## src/rtl/piece_selector.sv

```systemverilog
// piece_selector: push-button driven piece-type selector.
//
// A raw button is synchronised, debounced and rising-edge detected. Each
// accepted press moves the preview piece into the current slot and computes
// a new preview. Advance is sequential (up/down, wrapping) or pseudo-random
// with no immediate repeats. A load request forces the current piece.
//
// Ports:
//   clk          system clock, rising edge
//   rst_i        synchronous active-high reset
//   button_i     raw asynchronous push-button level
//   dir_i        sequential direction: 0 = up, 1 = down
//   mode_i       0 = sequential, 1 = random
//   load_i       one-cycle request to force the current selection
//   load_val_i   value to load (clamped to N_TYPES-1)
//   sel_o        current piece index
//   preview_o    next piece index
//   step_o       one-cycle pulse on the first cycle of a press-advanced sel_o
//   press_cnt_o  saturating count of accepted presses
module piece_selector #(
  parameter int          N_TYPES   = 7,
  parameter int          DEBOUNCE  = 4,
  parameter int          CNT_W     = 8,
  parameter logic [7:0]  LFSR_SEED = 8'hA5,
  localparam int         SEL_W     = $clog2(N_TYPES)
) (
  input  logic             clk,
  input  logic             rst_i,
  input  logic             button_i,
  input  logic             dir_i,
  input  logic             mode_i,
  input  logic             load_i,
  input  logic [SEL_W-1:0] load_val_i,
  output logic [SEL_W-1:0] sel_o,
  output logic [SEL_W-1:0] preview_o,
  output logic             step_o,
  output logic [CNT_W-1:0] press_cnt_o
);

  localparam int               DB_W     = (DEBOUNCE > 2) ? $clog2(DEBOUNCE) : 1;
  localparam logic [DB_W-1:0]  DB_LAST  = DB_W'(DEBOUNCE - 1);
  localparam logic [DB_W-1:0]  DB_ONE   = DB_W'(1);
  localparam logic [SEL_W-1:0] SEL_LAST = SEL_W'(N_TYPES - 1);
  localparam logic [SEL_W-1:0] SEL_ONE  = SEL_W'(1);
  localparam logic [SEL_W:0]   N_EXT    = (SEL_W + 1)'(N_TYPES);
  localparam logic [CNT_W-1:0] CNT_ONE  = CNT_W'(1);

  logic             sync1_q, sync1_d;
  logic             btn_s_q, btn_s_d;
  logic             btn_stable_q, btn_stable_d;
  logic [DB_W-1:0]  db_cnt_q, db_cnt_d;
  logic [7:0]       lfsr_q, lfsr_d;
  logic [SEL_W-1:0] sel_q, sel_d;
  logic [SEL_W-1:0] preview_q, preview_d;
  logic             step_q, step_d;
  logic [CNT_W-1:0] press_cnt_q, press_cnt_d;
  logic             press;
  logic [SEL_W-1:0] load_clamped;

  // Successor of piece p under the given mode/direction. In random mode the
  // LFSR candidate is folded into range with one subtraction (it is always
  // below 2*N_TYPES), then bumped by one if it would repeat p.
  function automatic logic [SEL_W-1:0] next_piece(input logic [SEL_W-1:0] p,
                                                  input logic             mode,
                                                  input logic             dir,
                                                  input logic [7:0]       lfsr);
    logic [SEL_W:0]   cand;
    logic [SEL_W-1:0] r;
    if (mode) begin
      cand = {1'b0, lfsr[SEL_W-1:0]};
      if (cand >= N_EXT) cand = cand - N_EXT;
      r = cand[SEL_W-1:0];
      if (r == p) r = (r == SEL_LAST) ? '0 : r + SEL_ONE;
    end else if (!dir) begin
      r = (p == SEL_LAST) ? '0 : p + SEL_ONE;
    end else begin
      r = (p == '0) ? SEL_LAST : p - SEL_ONE;
    end
    return r;
  endfunction

  function automatic logic [SEL_W-1:0] clamp_sel(input logic [SEL_W-1:0] v);
    return (v > SEL_LAST) ? SEL_LAST : v;
  endfunction

  always_comb begin
    // Stage: two-flop synchroniser
    sync1_d = button_i;
    btn_s_d = sync1_q;

    // Stage: debounce; a press is the edge where the stable level rises
    btn_stable_d = btn_stable_q;
    db_cnt_d     = db_cnt_q;
    press        = 1'b0;
    if (btn_s_q == btn_stable_q) begin
      db_cnt_d = '0;
    end else if (db_cnt_q == DB_LAST) begin
      btn_stable_d = btn_s_q;
      db_cnt_d     = '0;
      press        = btn_s_q;
    end else begin
      db_cnt_d = db_cnt_q + DB_ONE;
    end

    // Fibonacci LFSR x^8+x^6+x^5+x^4+1, free-running
    lfsr_d = {lfsr_q[6:0], lfsr_q[7] ^ lfsr_q[5] ^ lfsr_q[4] ^ lfsr_q[3]};

    // Stage: selection update; load wins over a coincident press
    load_clamped = clamp_sel(load_val_i);
    sel_d        = sel_q;
    preview_d    = preview_q;
    step_d       = 1'b0;
    press_cnt_d  = press_cnt_q;
    if (load_i) begin
      sel_d     = load_clamped;
      preview_d = next_piece(load_clamped, mode_i, dir_i, lfsr_q);
    end else if (press) begin
      sel_d     = preview_q;
      preview_d = next_piece(preview_q, mode_i, dir_i, lfsr_q);
      step_d    = 1'b1;
      if (press_cnt_q != '1) press_cnt_d = press_cnt_q + CNT_ONE;
    end
  end

  always_ff @(posedge clk) begin
    if (rst_i) begin
      sync1_q      <= 1'b0;
      btn_s_q      <= 1'b0;
      btn_stable_q <= 1'b0;
      db_cnt_q     <= '0;
      lfsr_q       <= LFSR_SEED;
      sel_q        <= '0;
      preview_q    <= SEL_ONE;
      step_q       <= 1'b0;
      press_cnt_q  <= '0;
    end else begin
      sync1_q      <= sync1_d;
      btn_s_q      <= btn_s_d;
      btn_stable_q <= btn_stable_d;
      db_cnt_q     <= db_cnt_d;
      lfsr_q       <= lfsr_d;
      sel_q        <= sel_d;
      preview_q    <= preview_d;
      step_q       <= step_d;
      press_cnt_q  <= press_cnt_d;
    end
  end

  assign sel_o       = sel_q;
  assign preview_o   = preview_q;
  assign step_o      = step_q;
  assign press_cnt_o = press_cnt_q;

endmodule
```

## config.mk

```make
export PLATFORM = sky130hd
export DESIGN_NAME = piece_selector
export DESIGN_NICKNAME = d
export VERILOG_FILES = /design/src/rtl/piece_selector.sv
export SDC_FILE = /design/constraint.sdc
export NUM_CORES = 1
export LEC_CHECK = 0
export BUFFER_PORTS_ARGS = -buffer_cell sky130_fd_sc_hd__buf_2
export CAP_MARGIN = 40
export CORE_AREA = 2 2 62 64
export CTS_CLUSTER_DIAMETER = 100
export CTS_CLUSTER_SIZE = 14
export DETAILED_ROUTE_END_ITERATION = 7
export DIE_AREA = 0 0 64 66
export GPL_TIMING_DRIVEN = 0
export HOLD_SLACK_MARGIN = 0.15
export PLACE_DENSITY = 0.75
export SYNTH_ARGS = -nofsm -noshare
export SYNTH_HDL_FRONTEND = slang
export SYNTH_SLANG_ARGS = --single-unit
export TNS_END_PERCENT = 30
```

## constraint.sdc

```tcl
create_clock -name clk -period 3.4 [get_ports clk]
set_input_delay 0.51 -clock clk [delete_from_list [all_inputs] [get_ports clk]]
set_output_delay 0.51 -clock clk [all_outputs]
set_load 0.05 [all_outputs]
```

# Word level (Yosys, flattened, before mapping)
# Cells that the tools add are included.
[op_classes] addsub=9 magnitude_cmp=2 reduce_logical=7 n_bitwise=5 eq_ne=9 muxes=25
[ops] cell="$mux 3" n=22
[ops] cell="$add 3x1->3 const B" n=4
[ops] cell="$eq 3x3->1 const B" n=4
[ops] cell="$add 8x1->8 const B" n=1
[ops] cell="$ne 8x8->1 const B" n=1
[ops] cell="$eq 3x3->1" n=2
[ops] cell="$logic_not 3->1" n=2
[ops] cell="$sub 3x1->3 const B" n=2
[ops] cell="$ge 3x3->1 const B" n=1
[ops] cell="$gt 3x3->1 const B" n=1
[ops] cell="$mux 1" n=3
[ops] cell="$reduce_and 3->1" n=1
[ops] cell="$reduce_or 3->1" n=1
[ops] cell="$sub 3x3->3 const B" n=1
[ops] cell="$xor 1x1->1" n=3
[ops] cell="$add 2x1->2 const B" n=1
[ops] cell="$eq 2x2->1 const B" n=1
[ops] cell="$not 1->1" n=2
[ops] cell="$reduce_and 2->1" n=1
[ops] cell="$reduce_bool 2->1" n=1
[ops] cell="$reduce_or 2->1" n=1
[ops] cell="$eq 1x1->1" n=1
[totals] ff_bits=28 word_cells=66 output_inout_bits=15

# Longest topological paths before layout
# Gate-level depths: netlist of run 1.
[logic_depth] depth_word=11 mapped_depth=10 depth_no_buf=8

# Worst setup path before layout of run 1
# OpenSTA, ideal clock, no wires.
[synth_timing] kind="register to register" start="register preview_q[0] (netlist: preview_o[0])" end="register preview_q[2] (netlist: preview_o[2])" period_less_slack_ns=2.232 path_slack_ns=1.168 t_arrival_ns=2.175 path_stages_with_launch=9 path_cell_list="dfxtp_1 clkbuf_1 inv_1 ha_1 or4_1 o311ai_0 nand3_1 o2111ai_1 a211o_1"
[synth_via] elab_chain_len=6
[synth_lines] item="start, declared" line="54" rtl="logic [SEL_W-1:0] preview_q, preview_d;"
[synth_lines] item="start signal, assigned" line="143" rtl="preview_q <= preview_d;"
[synth_lines] item="$add 3x1->3 (tied with other cells)" line="75" rtl="r = (p == SEL_LAST) ? '0 : p + SEL_ONE;"
[synth_lines] item="$mux 3, on equally long branches" line="75, 77"
[synth_lines] item="$mux 3" line="74" rtl="end else if (!dir) begin"
[synth_lines] item="$mux 3 *" line="69" rtl="if (mode) begin"
[synth_lines] item="$mux 3 *" line="117" rtl="end else if (press) begin"
[synth_lines] item="$mux 3 *" line="114" rtl="if (load_i) begin"
# Mark *: on every way between the ends. The rest lies on a longest branch, timed or not. The select of a mux whose other input is x is not followed.
# A chain may end at the register's enable or synchronous reset.

# Final worst setup path of run 1
[layout_timing] start="register lfsr_q[0]" end="register preview_q[0] (netlist: preview_o[0])"
[layout_via] elab_chain_len=11
[layout_lines] item="start, declared" line="52" rtl="logic [7:0] lfsr_q, lfsr_d;"
[layout_lines] item="start signal, assigned" line="141" rtl="lfsr_q <= lfsr_d;"
[layout_lines] item="$sub 3x3->3 or $ge 3x3->1 (tied branches)" line="71" rtl="if (cand >= N_EXT) cand = cand - N_EXT;"
[layout_lines] item="$mux 3 *" line="71"
[layout_lines] item="$mux 3 *" line="69"
[layout_lines] item="$mux 3" line="117"
[layout_lines] item="$mux 3" line="114"
[layout_lines] item="$add 3x1->3 or $eq 3x3->1 (tied branches)" line="73" rtl="if (r == p) r = (r == SEL_LAST) ? '0 : r + SEL_ONE;"
[layout_lines] item="$mux 3 (2 in series)" line="73"
[layout_lines] item="$mux 3" line="69"
[layout_lines] item="$mux 3" line="117"
[layout_lines] item="$mux 3 *" line="114"
# Marked as above.

==> results by group, run 1 <==
Logic synthesis
  – Synth Area in XOR/XNOR: 8.26%
  – Synth Area in Simple Gates: between 20% and 30%
  – Number of synthesized flops with an enable pin: 0
  – Largest family of logic cells by synthesized area: simple AND/OR/NAND/NOR gates
  – Post-synthesis cell type count: 54
  – Fraction of registers with async set/reset: 0%
  – Most used DFF post-synth: dfxtp_1
  – Post-Syn Nets: 252
  – Post-Synth Adder-Cell Area: under 10%
  – Cells after Synth: about 230
  – Top-area cell type share of the netlist area: slightly below 30%
  – Mux cell area share after synthesis: around 1.1%
  – Syn_area_per_cell: around 8 um2
  – Synth top area cells: dfxtp_1 30%, ha_1 6.6%, nor2_1 4.6%
  – Cell taking the most area after synthesis: dfxtp_1
  – Seq/Total Area, Yosys: roughly 30%
  – FF+latch count, synth: 28
  – Yosys warns: 0
  – Synth Area in Compound Gates: between 20% and 30%
  – Post-Synthesis Cell Area: about 1900 um2

Critical path
  – CP startpoint kind: register
  – Worst setup endpoint: preview_o[0]
  – Worst Path Class, Setup: reg2reg
  – Cell depth of the worst setup path: 9
  – WP buf/inv: 1
  – Reg-to-Reg Start: lfsr_q[0]
  – WP data arrival: between 2 and 3 ns
  – Cell chain of the critical path: ha_1 > ha_1 > buf_4 > a21oi_2 > o22ai_1 > nand3_1 > a22o_1 > o311a_1 > a211o_1
  – Critical path's largest stage delay: 0.53 ns
  – Crit path max-delay family: compound AO/OA/AOI/OAI gates
  – Worst reg2reg setup slack: between 0.9 and 1 ns
  – Worst Path Required: 3.64 ns
  – Crit end category: register
  – CP dominant cell by count: ha_1
  – R2R depth: 9
  – Crit-path slowest cell: dfxtp_1
  – Setup crit start: lfsr_q[0]
  – Crit-path max FO: 10
  – FF-to-FF End: preview_o[0]

Cells and area
  – Final Util: between 50 and 60%
  – # diodes: 0
  – Seq. cell area: between 500 and 600 um2
  – Fill count: 332
  – Final nets: roughly 280
  – Footprint of the multi-input gates: ~1200 um2
  – Area grow syn2layout: 11.5%
  – Share of layout cells above drive strength 1: between 10% and 20%

Clock network
  – Postcts setup bufs: 0
  – TritonCTS clock tree: done
  – Clk Tree Root Cell: clkbuf_4
  – Worst skew pair latency: ~0.33 ns
  – Clk buf depth: 2
  – Post-cts sizing count: 0
  – Cts hold-fix bufs: 0
  – CTS Buf Count: 3
  – CTS sink count: 28
  – H-tree levels: 1
  – Clk pin slew, worst setup/hold paths: ~0.15 ns

Timing
  – Final Hold Vio Count: 0
  – Final worst-path cycle share: between 70% and 80%
  – Worst Clk Skew: 0.00189 ns
  – Fin Setup TNS: 0 ns
  – RSZ-0062 raised after global routing: false
  – Final setup fails: 0
  – Relative slew slack: a little under three fifths
  – Slew Limit Fails: 0
  – Post-route minimum period: about 2.5 ns
  – Worst Tran Pin Value: around 0.67 ns
  – Fmax: around 400 MHz

Pwr
  – Clock Power Share: 24.7%
  – Seq pwr share: 40.8%
  – Peak supply drop: between 0.2 and 0.25 mV
  – Gate power share: approximately 35%
  – Leakage: around 0.89 nW
  – Pwr Density: around 420 nW/um2
  – NetSw: around 0.0003 W
  – Net Sw Frac: 33.9%
  – Cell internal pwr: about 0.0006 W

Floorplanning
  – Die ar.: approximately 4200 um2
  – Die Wd: between 60 and 70 um
  – FP Rows: 22
  – Core Box Area: between 3000 and 4000 um2
  – Chip height: between 60 and 70 um
  – Ports: 24
  – Starting Density: a little over half

Placed design
  – Dpl hpwl: approximately 3000 um
  – Routability cong.: roughly 0.88
  – Buffers on Ports: 21

Outcome
  – Status: complete, no violations

Worst hold path
  – Worst Hold Class: in2reg
  – Hold path cells: 2

Detailed routing
  – Detailed-route via count: 1,732
  – Met1 WL: 1970 um
  – DR iter-0 viols: ~140
  – Via density: 5.66
  – DRT Pass-1 Iters: 4
  – Wire per inst: 13.4 um
  – DRC: 0
  – Top Metal Used: met4
  – Routed WL: slightly above 4000 um
  – WL met3: around 200 um
  – ANT nets after route: 0
  – DR WL met2: 1900 um

GRT
  – Vias in the first global route: between 1,500 and 2,000
  – Global router's overall resource usage: 20.9%
  – Pin count of the biggest net entering global routing: 17
  – First-pass GRT wire length: just over 7000 um
  – Initial antenna violation count: 0
  – Grt ovf: 0

Job
  – Max-Cap Viols: 0
## sequential cells by signal (all words and copies together), names as in the netlist
register	flops
press_cnt_o	8
sel_o	3
step_o	1
btn_s_q	1
btn_stable_q	1
preview_o	3
db_cnt_q	2
btn_s_d	1
lfsr_q	8
## placed cells by master, fill, tap and decap left out, types with 3 or more instances in the layout
master / netlist / final
dfxtp_1: 28 / 28
nor2_1: 23 / 23
buf_2: 1 / 22
nand2_1: 19 / 19
a21oi_1: 15 / 15
clkbuf_1: 12 / 12
ha_1: 10 / 10
nor2b_1: 9 / 9
nor3_1: 8 / 8
xnor2_1: 8 / 8
xor2_1: 8 / 8
nand3_1: 7 / 7
inv_1: 6 / 6
a31oi_1: 5 / 5
o22ai_1: 4 / 4
o2111ai_1: 4 / 4
buf_4: 3 / 3
o21ai_0: 3 / 3
nand2b_1: 3 / 3
o311ai_0: 3 / 3
or4_1: 3 / 3
or3_1: 3 / 3
nand4_1: 3 / 3
or2_2: 3 / 3
clkbuf_4: 0 / 3
## metrics by stage
step / hold WS, ns / instance area, um2 / instances / setup WS [ns] / power [W]
floorplan: 0.389 / 1890 / 233 / 1.17 / 0.000613
global placement: 0.392 / 2060 / 302 / 0.982 / 0.000669
detailed placement: 0.393 / 2060 / 302 / 0.952 / 0.000674
CTS: 0.389 / 2110 / 306 / 0.931 / 0.000893
global route: 0.381 / 2110 / 306 / 0.776 / 0.000938
finish: 0.387 / 2110 / 306 / 0.911 / 0.000889
## worst min path at each step
stage | end | slack [ns] | startpoint
2_1_floorplan | lfsr_q[7] | 0.39 | lfsr_q[6]
3_3_place_gp | lfsr_q[7] | 0.39 | lfsr_q[6]
3_5_place_dp | lfsr_q[7] | 0.39 | lfsr_q[6]
4_1_cts | btn_s_d | 0.39 | button_i
5_1_grt | btn_s_d | 0.38 | button_i
6_report | btn_s_d | 0.39 | button_i
## metal layers
metal / vias up / track usage (%)
li1: 889 / -
met1: 797 / 27.0
met2: 41 / 35.9
met3: 5 / 3.24
met4: 0 / 5.71
met5: - / 0
## cells by family (layout without fill, tap and decap cells)
group | after synthesis | in the layout
flip-flops | 28 | 28
AND/OR/NAND/NOR | 97 | 97
adder cells (fa/ha/maj) | 10 | 10
XOR/XNOR | 17 | 17
buffers and inverters | 23 | 48
AO/OA/AOI/OAI | 56 | 56
multiplexers | 2 | 2
## cells in the mapped netlist (4+ instances only)
cell        n
nor2b_1     9
xor2_1      8
nand2_1    19
nand3_1     7
ha_1       10
a21oi_1    15
clkbuf_1   12
nor2_1     23
inv_1       6
dfxtp_1    28
a31oi_1     5
o22ai_1     4
nor3_1      8
o2111ai_1   4
xnor2_1     8
## power groups by stage
stage                     combinational, W  clock, W  sequential (W)
final                             0.000307  0.000219        0.000363
after global routing              0.000338  0.000234        0.000366
after CTS                         0.000307  0.000224        0.000363
after detailed placement          0.000303         0        0.000370
after global placement            0.000299         0        0.000370
after floorplan                   0.000227         0        0.000386
## final cells by class
class	count	area share, %
plain buffers	17	3.62
clock buffers	3	1.07
clock inverters	1	1.42
inverters	6	1.07
multi-input cells	182	58.4
flip-flops and latches	28	26.6
well taps	48	2.85
repair buffers	21	4.98
(Power assumes the default switching activity.)
==> run 2, diff against run 1 <==
--- a/config.mk
+++ b/config.mk
@@ -7,14 +7,14 @@
 export LEC_CHECK = 0
 export BUFFER_PORTS_ARGS = -buffer_cell sky130_fd_sc_hd__buf_2
 export CAP_MARGIN = 40
-export CORE_AREA = 2 2 62 64
+export CORE_AREA = 2 2 64 66
 export CTS_CLUSTER_DIAMETER = 100
 export CTS_CLUSTER_SIZE = 14
 export DETAILED_ROUTE_END_ITERATION = 7
-export DIE_AREA = 0 0 64 66
+export DIE_AREA = 0 0 66 68
 export GPL_TIMING_DRIVEN = 0
 export HOLD_SLACK_MARGIN = 0.15
-export PLACE_DENSITY = 0.75
+export PLACE_DENSITY = 0.73
 export SYNTH_ARGS = -nofsm -noshare
 export SYNTH_HDL_FRONTEND = slang
 export SYNTH_SLANG_ARGS = --single-unit
==> constraint.sdc (replaced) <==
create_clock -name clk -period 2.2 [get_ports clk]
set_input_delay 0.33 -clock clk [delete_from_list [all_inputs] [get_ports clk]]
set_output_delay 0.33 -clock clk [all_outputs]
set_load 0.05 [all_outputs]
==> run 2 against run 1 <==
Effect of this change: final area up 6.6%; highest routed layer unchanged; largest cell class unchanged; register-to-register slack worse by 0.83 ns; critical path type unchanged; flip-flop and latch count unchanged.
==> results by group, run 2 (same netlist as run 1, synthesis figures left out) <==
Outcome
  – Status: complete, no violations

Critical path
  – Crit end category: register
  – Reg-to-Reg Start: lfsr_q[0]
  – CP startpoint kind: register
  – WP data arrival: 2.29 ns (-0.44 ns)
  – Crit-path slowest cell: dfxtp_4
  – Critical path's largest stage delay: 0.35 ns (-0.18 ns)
  – Worst Path Class, Setup: reg2reg
  – Crit-path max FO: 7 (-3)
  – Worst setup endpoint: preview_o[0]
  – Worst Path Required: 2.38 ns (-1.26 ns)
  – CP dominant cell by count: ha_2
  – FF-to-FF End: preview_o[0]
  – Cell chain of the critical path: ha_2 > ha_2 > buf_6 > o22a_4 > xnor2_2 > and2_1 > o311a_1 > a211o_1
  – R2R depth: 8 (-1)
  – Setup crit start: lfsr_q[0]
  – Worst reg2reg setup slack: 0.08 ns (-0.83 ns)

Clock network
  – H-tree levels: 1 (unchanged)
  – Cts hold-fix bufs: 0 (unchanged)
  – Clk Tree Root Cell: clkbuf_8
  – Worst skew pair latency: 0.28 ns (-0.05 ns)
  – TritonCTS clock tree: done
  – CTS sink count: 28 (unchanged)
  – Clk buf depth: 2 (unchanged)
  – CTS Buf Count: 3 (unchanged)
  – Clk pin slew, worst setup/hold paths: 0.10 ns (-0.05 ns)

Cells and area
  – Share of layout cells above drive strength 1: 22.2% (+5.6 points)
  – Most common cell after layout, fill and taps aside: dfxtp_1
  – Area grow syn2layout: 18.9%
  – Most frequent cells in the layout: 25 x dfxtp_1, 23 x nor2_1, 22 x buf_2
  – Final nets: 281 (+1.1%)
  – # diodes: 0 (unchanged)
  – Non-filler cells, final: 311 (+1.6%)

Timing
  – Final setup fails: 0 (unchanged)
  – Final worst slack: 0.0807 ns (-0.831 ns)
  – Final worst-path cycle share: 96.3% (+23 points)
  – Relative slew slack: 66.6% (+11 points)
  – Slew Limit Fails: 0 (unchanged)
  – Post-route minimum period: 2.12 ns (-0.369 ns)
  – Final Hold Vio Count: 0 (unchanged)
  – Fmax: 472 MHz (+17%)
  – Worst Clk Skew: 0.00221 ns (+0.000318 ns)
  – Hold_ws: 0.259 ns (-0.128 ns)
  – Worst Tran Pin Value: 0.501 ns (-0.171 ns)

GRT
  – Pin count of the biggest net entering global routing: 17 (unchanged)
  – Vias in the first global route: 1,538 (-4.9%)
  – Grt ovf: 0 (unchanged)
  – Global router's overall resource usage: 20.2% (-0.65 points)
  – Initial antenna violation count: 0 (unchanged)
  – First-pass GRT wire length: 7100 um (-1.2%)

Placed design
  – Dpl hpwl: 3130 um (+4.0%)
  – Post-Place Setup Slack: -0.251 ns (-1.20 ns)
  – Buffers on Ports: 21 (unchanged)
  – Routability cong.: 0.843 (-4.1%)
  – Placed cell count: 304 (+0.66%)

Floorplanning
  – Starting Density: 49.1% (-4.2 points)
  – Core Box Area: 3860 um2 (+8.6%)
  – Die Wd: 66 um (+3.1%)
  – FP Rows: 23 (+4.5%)
  – Ports: 24 (unchanged)
  – Die ar.: 4490 um2 (+6.3%)
  – Chip height: 68 um (+3.0%)

Detailed routing
  – Routed WL: 4420 um (+7.8%)
  – Via density: 5.78 (+2.1%)
  – DR iter-0 viols: 118 (-13%)
  – DRC: 0 (unchanged)
  – Detailed-route via count: 1,797 (+3.8%)
  – ANT nets after route: 0 (unchanged)
  – DRT Pass-1 Iters: 4 (unchanged)
  – Wire per inst: 14.2 um (+6.1%)

Pwr
  – Pwr Density: 687 nW/um2 (+63%)
  – Leakage: 0.936 nW (+4.9%)
  – Peak supply drop: 0.469 mV (+120%)

Worst hold path
  – Worst Hold Class: in2reg

Job
  – Max-Cap Viols: 0 (unchanged)
## run 2: changes by cell type in the layout (fill, tap and decap cells not counted), moves of 2 or more
cell,delta
clkbuf_4,-3
clkbuf_8,+3
dfxtp_1,-3
buf_4,+2
buf_6,+2
dfxtp_2,+2
ha_1,-2
ha_2,+2
o22ai_1,-2
## run 2: power by group
part	switching, W	internal [W]
sequential	0.0000291	0.000533
combinational	0.000323	0.000250
clock	0.000166	0.000244
total	0.000518	0.00103
## run 2: final cells by class
type / instances / area, um2
tap: 50 / 62.6
timing repair buffer: 26 / 143
clock inverter: 1 / 30.0
sequential: 28 / 567
multi-input combinational: 182 / 1310
clock buffer: 3 / 41.3
inverter: 6 / 22.5
fill: 361 / 1610
buffer: 15 / 72.6
## run 2: timing repair
action,CTS,global route
buffers inserted,3,2
gates resized for setup,7,13
endpoints found under the setup margin,3,2
pin swaps,1,7
## run 2: worst max-delay path, delay by kind of cell, from the launching register on
kind                       cells  cell delay (ns)
AOI/OAI and AO/OA              3             0.82
DFF                            1             0.35
adders and majority gates      2             0.35
and+or+nand+nor                1             0.19
xor gates and xnor gates       1             0.15
buffers and inverters          1             0.14
## run 2: metrics by stage
| stage | util, % | power [W] | area (um2) | setup TNS [ns] |
|---|---|---|---|---|
| finish | 58.4 | 0.00155 | 2250 | 0 |
| global placement | 53.5 | 0.00103 | 2060 | -0.430 |
| floorplan | - | 0.000948 | 1890 | -0.0257 |
| CTS | 56.3 | 0.00147 | 2170 | 0 |
| global route | 58.4 | 0.00162 | 2250 | -0.0268 |
| detailed placement | 53.5 | 0.00104 | 2060 | -0.527 |
## run 2: how the worst min path moves through the flow
stage                         start         to  slack (ns)  cells after the start
after CTS                  button_i    btn_s_d        0.26                      2
final                      button_i    btn_s_d        0.26                      2
after floorplan           lfsr_q[6]  lfsr_q[7]        0.39                      1
after global placement    lfsr_q[6]  lfsr_q[7]        0.39                      1
after global routing       button_i    btn_s_d        0.29                      2
after detailed placement  lfsr_q[6]  lfsr_q[7]        0.40                      1
## run 2: per-layer routing
metal	wire, um	vias to the layer above	GRT usage [%]	part of all wire [%]
li1	-	895	-	-
met1	1940	832	27.5	44
met2	2170	64	33.2	49
met3	251	6	3.13	5.7
met4	64	0	6.38	1.4
met5	0	-	0	0
==> run 3, diff against run 2 <==
--- a/config.mk
+++ b/config.mk
@@ -7,14 +7,13 @@
 export LEC_CHECK = 0
 export BUFFER_PORTS_ARGS = -buffer_cell sky130_fd_sc_hd__buf_2
 export CAP_MARGIN = 40
-export CORE_AREA = 2 2 64 66
+export CORE_AREA = 2 2 83 85
 export CTS_CLUSTER_DIAMETER = 100
 export CTS_CLUSTER_SIZE = 14
 export DETAILED_ROUTE_END_ITERATION = 7
-export DIE_AREA = 0 0 66 68
+export DIE_AREA = 0 0 85 87
 export GPL_TIMING_DRIVEN = 0
 export HOLD_SLACK_MARGIN = 0.15
-export PLACE_DENSITY = 0.73
 export SYNTH_ARGS = -nofsm -noshare
 export SYNTH_HDL_FRONTEND = slang
 export SYNTH_SLANG_ARGS = --single-unit
==> constraint.sdc (replaced) <==
create_clock -name clk -period 2.01 [get_ports clk]
set_input_delay 0.3015 -clock clk [delete_from_list [all_inputs] [get_ports clk]]
set_output_delay 0.3015 -clock clk [all_outputs]
set_load 0.05 [all_outputs]
==> run 3 against run 2 <==
Effect of this change: the run now ends with setup timing left; wire length down 0.11%; via count is 0.67% lower; largest cell class unchanged; sequential power up 9.2%; worst setup slack got worse by 0.19 ns; non-clock buffer count down 1; critical path type unchanged; critical endpoint unchanged; highest routed layer unchanged; count of clock-buffer cells in the layout rose by 1.
==> results by group, run 3 (same netlist as run 1, synthesis figures left out) <==
Critical path
  – WP data arrival: 2.29 ns (about the same)
  – Worst Path Class, Setup: reg2reg
  – CP startpoint kind: register
  – Worst Path Required: 2.18 ns (-0.20 ns)
  – Crit-path max FO: 10 (+3)
  – Crit end category: register
  – Worst reg2reg setup slack: -0.11 ns (-0.19 ns)

GRT
  – Grt ovf: 0 (unchanged)
  – Global router's overall resource usage: 12.2% (-8.1 points)
  – Vias in the first global route: 1,584 (+3.0%)
  – Pin count of the biggest net entering global routing: 17 (unchanged)
  – First-pass GRT wire length: 7400 um (+4.3%)
  – Initial antenna violation count: 0 (unchanged)

Floorplanning
  – Starting Density: 28.8% (-20 points)
  – Ports: 24 (unchanged)
  – Die Wd: 85 um (+29%)
  – Core Box Area: 6570 um2 (+70%)
  – Chip height: 87 um (+28%)
  – FP Rows: 30 (+30%)
  – Die ar.: 7400 um2 (+65%)

Timing
  – Final worst-path cycle share: 105% (+9.0 points)
  – RSZ-0062 raised after global routing: true
  – Worst Tran Pin Value: 0.539 ns (+0.0378 ns)
  – Post-route minimum period: 2.12 ns (-0.00113 ns)
  – Fmax: 472 MHz (about the same)
  – Worst Clk Skew: 0.00744 ns (+0.00523 ns)
  – Slew Limit Fails: 0 (unchanged)
  – Final setup fails: 2 (+2)
  – Final Hold Vio Count: 0 (unchanged)
  – Final worst slack: -0.108 ns (-0.189 ns)
  – Relative slew slack: 64.1% (-2.5 points)

Cells and area
  – Non-filler cells, final: 340 (+9.3%)
  – Fill count: 670 (+86%)
  – Most frequent cells in the layout: 23 x nor2_1, 23 x dfxtp_1, 22 x buf_2
  – Share of layout cells above drive strength 1: 21.9% (-0.30 points)
  – Final Instance Area: 2270 um2 (+1.1%)
  – Final nets: 280 (-0.36%)
  – # diodes: 0 (unchanged)
  – Area grow syn2layout: 20.2%

Placed design
  – Dpl cell area: 2160 um2 (+4.7%)
  – Placed cell count: 334 (+9.9%)
  – Routability cong.: 0.787 (-6.7%)
  – Buffers on Ports: 21 (unchanged)
  – Dpl hpwl: 3230 um (+3.1%)

Clock network
  – H-tree levels: 1 (unchanged)
  – Clk Tree Root Cell: clkbuf_8
  – Worst skew pair latency: 0.28 ns (about the same)
  – TritonCTS clock tree: done
  – CTS sink count: 28 (unchanged)
  – CTS Buf Count: 3 (unchanged)
  – Clk buf depth: 2 (unchanged)
  – Clk pin slew, worst setup/hold paths: 0.11 ns (about the same)

Detailed routing
  – WL met3: 214 um (-15%)
  – DRT Pass-1 Iters: 4 (unchanged)
  – Via density: 5.25 (-9.1%)
  – Top Metal Used: met4
  – Routed WL: 4420 um (-0.11%)
  – Wire per inst: 13.0 um (-8.6%)
  – Met1 WL: 2140 um (+10%)
  – DR iter-0 viols: 124 (+5.1%)
  – DRC: 0 (unchanged)
  – ANT nets after route: 0 (unchanged)
  – DR WL met2: 2020 um (-6.8%)
  – Detailed-route via count: 1,785 (-0.67%)

Worst hold path
  – Worst Hold Class: in2reg

Outcome
  – Failing checks: setup timing
  – Status: complete, but fails checks

Job
  – Max-Cap Viols: 0 (unchanged)

Pwr
  – Peak supply drop: 0.298 mV (-37%)
  – Design Power: 0.00162 W (+5.0%)
  – Pwr Density: 713 nW/um2 (+3.9%)
  – Leakage: 0.932 nW (-0.46%)
run 3: layout make-up:
class | instances | area [um2] | area share (%)
Sequential cell | 28 | 569 | 25.0
Tap cell | 80 | 100 | 4.40
Clock buffer | 4 | 66.3 | 2.92
Inverter | 6 | 22.5 | 0.990
Timing Repair Buffer | 23 | 120 | 5.28
Multi-Input combinational cell | 182 | 1310 | 57.5
Buffer | 17 | 88.8 | 3.91
run 3: metrics by stage:
stage | setup WS, ns | TNS [ns] | utilization [%] | hold WS, ns
after global routing | -0.168 | -0.420 | 34.6 | 0.252
after global placement | -0.269 | -0.571 | 32.9 | 0.391
final | -0.108 | -0.183 | 34.6 | 0.228
after CTS | -0.0930 | -0.158 | 34.2 | 0.223
after floorplan | -0.0136 | -0.0136 | - | 0.389
after detailed placement | -0.260 | -0.580 | 32.9 | 0.404
run 3: path summary, 6_finish.rpt:
check | startpoint | to | cells past startpoint
max | lfsr_q[0] | preview_o[0] | 9
min | button_i | btn_s_d | 2
max reg2reg | lfsr_q[0] | preview_o[0] | 9
min reg2reg | db_cnt_q[0] | db_cnt_q[0] | 1
run 3: power by group:
group / total [W] / internal [W] / switching (W)
Sequential: 0.000615 / 0.000584 / 0.0000309
Combinational: 0.000600 / 0.000260 / 0.000340
Clock: 0.000407 / 0.000217 / 0.000190
run 3: worst max-delay path, cell delays in order, from the launching register on:
cell     delay [ns]
dfxtp_4        0.37
ha_4           0.15
ha_4           0.16
buf_6          0.14
o22a_1         0.20
buf_6          0.14
xnor2_2        0.13
and2_1         0.16
o311a_1        0.30
a211o_1        0.24
run 3: routing by layer:
metal | vias up | global-route usage (%)
met5 | - | 0
met4 | 0 | 3.03
met3 | 6 | 2.75
met2 | 51 | 20.1
met1 | 833 | 16.1
li1 | 895 | -
run 3: timing repair:
item | CTS | global route
hold buffers | 0 | 0
resized for setup | 5 | 3
setup endpoints to repair | 3 | 4
pin swaps | 1 | 1
cloned | 0 | 0
setup buffers | 1 | 1
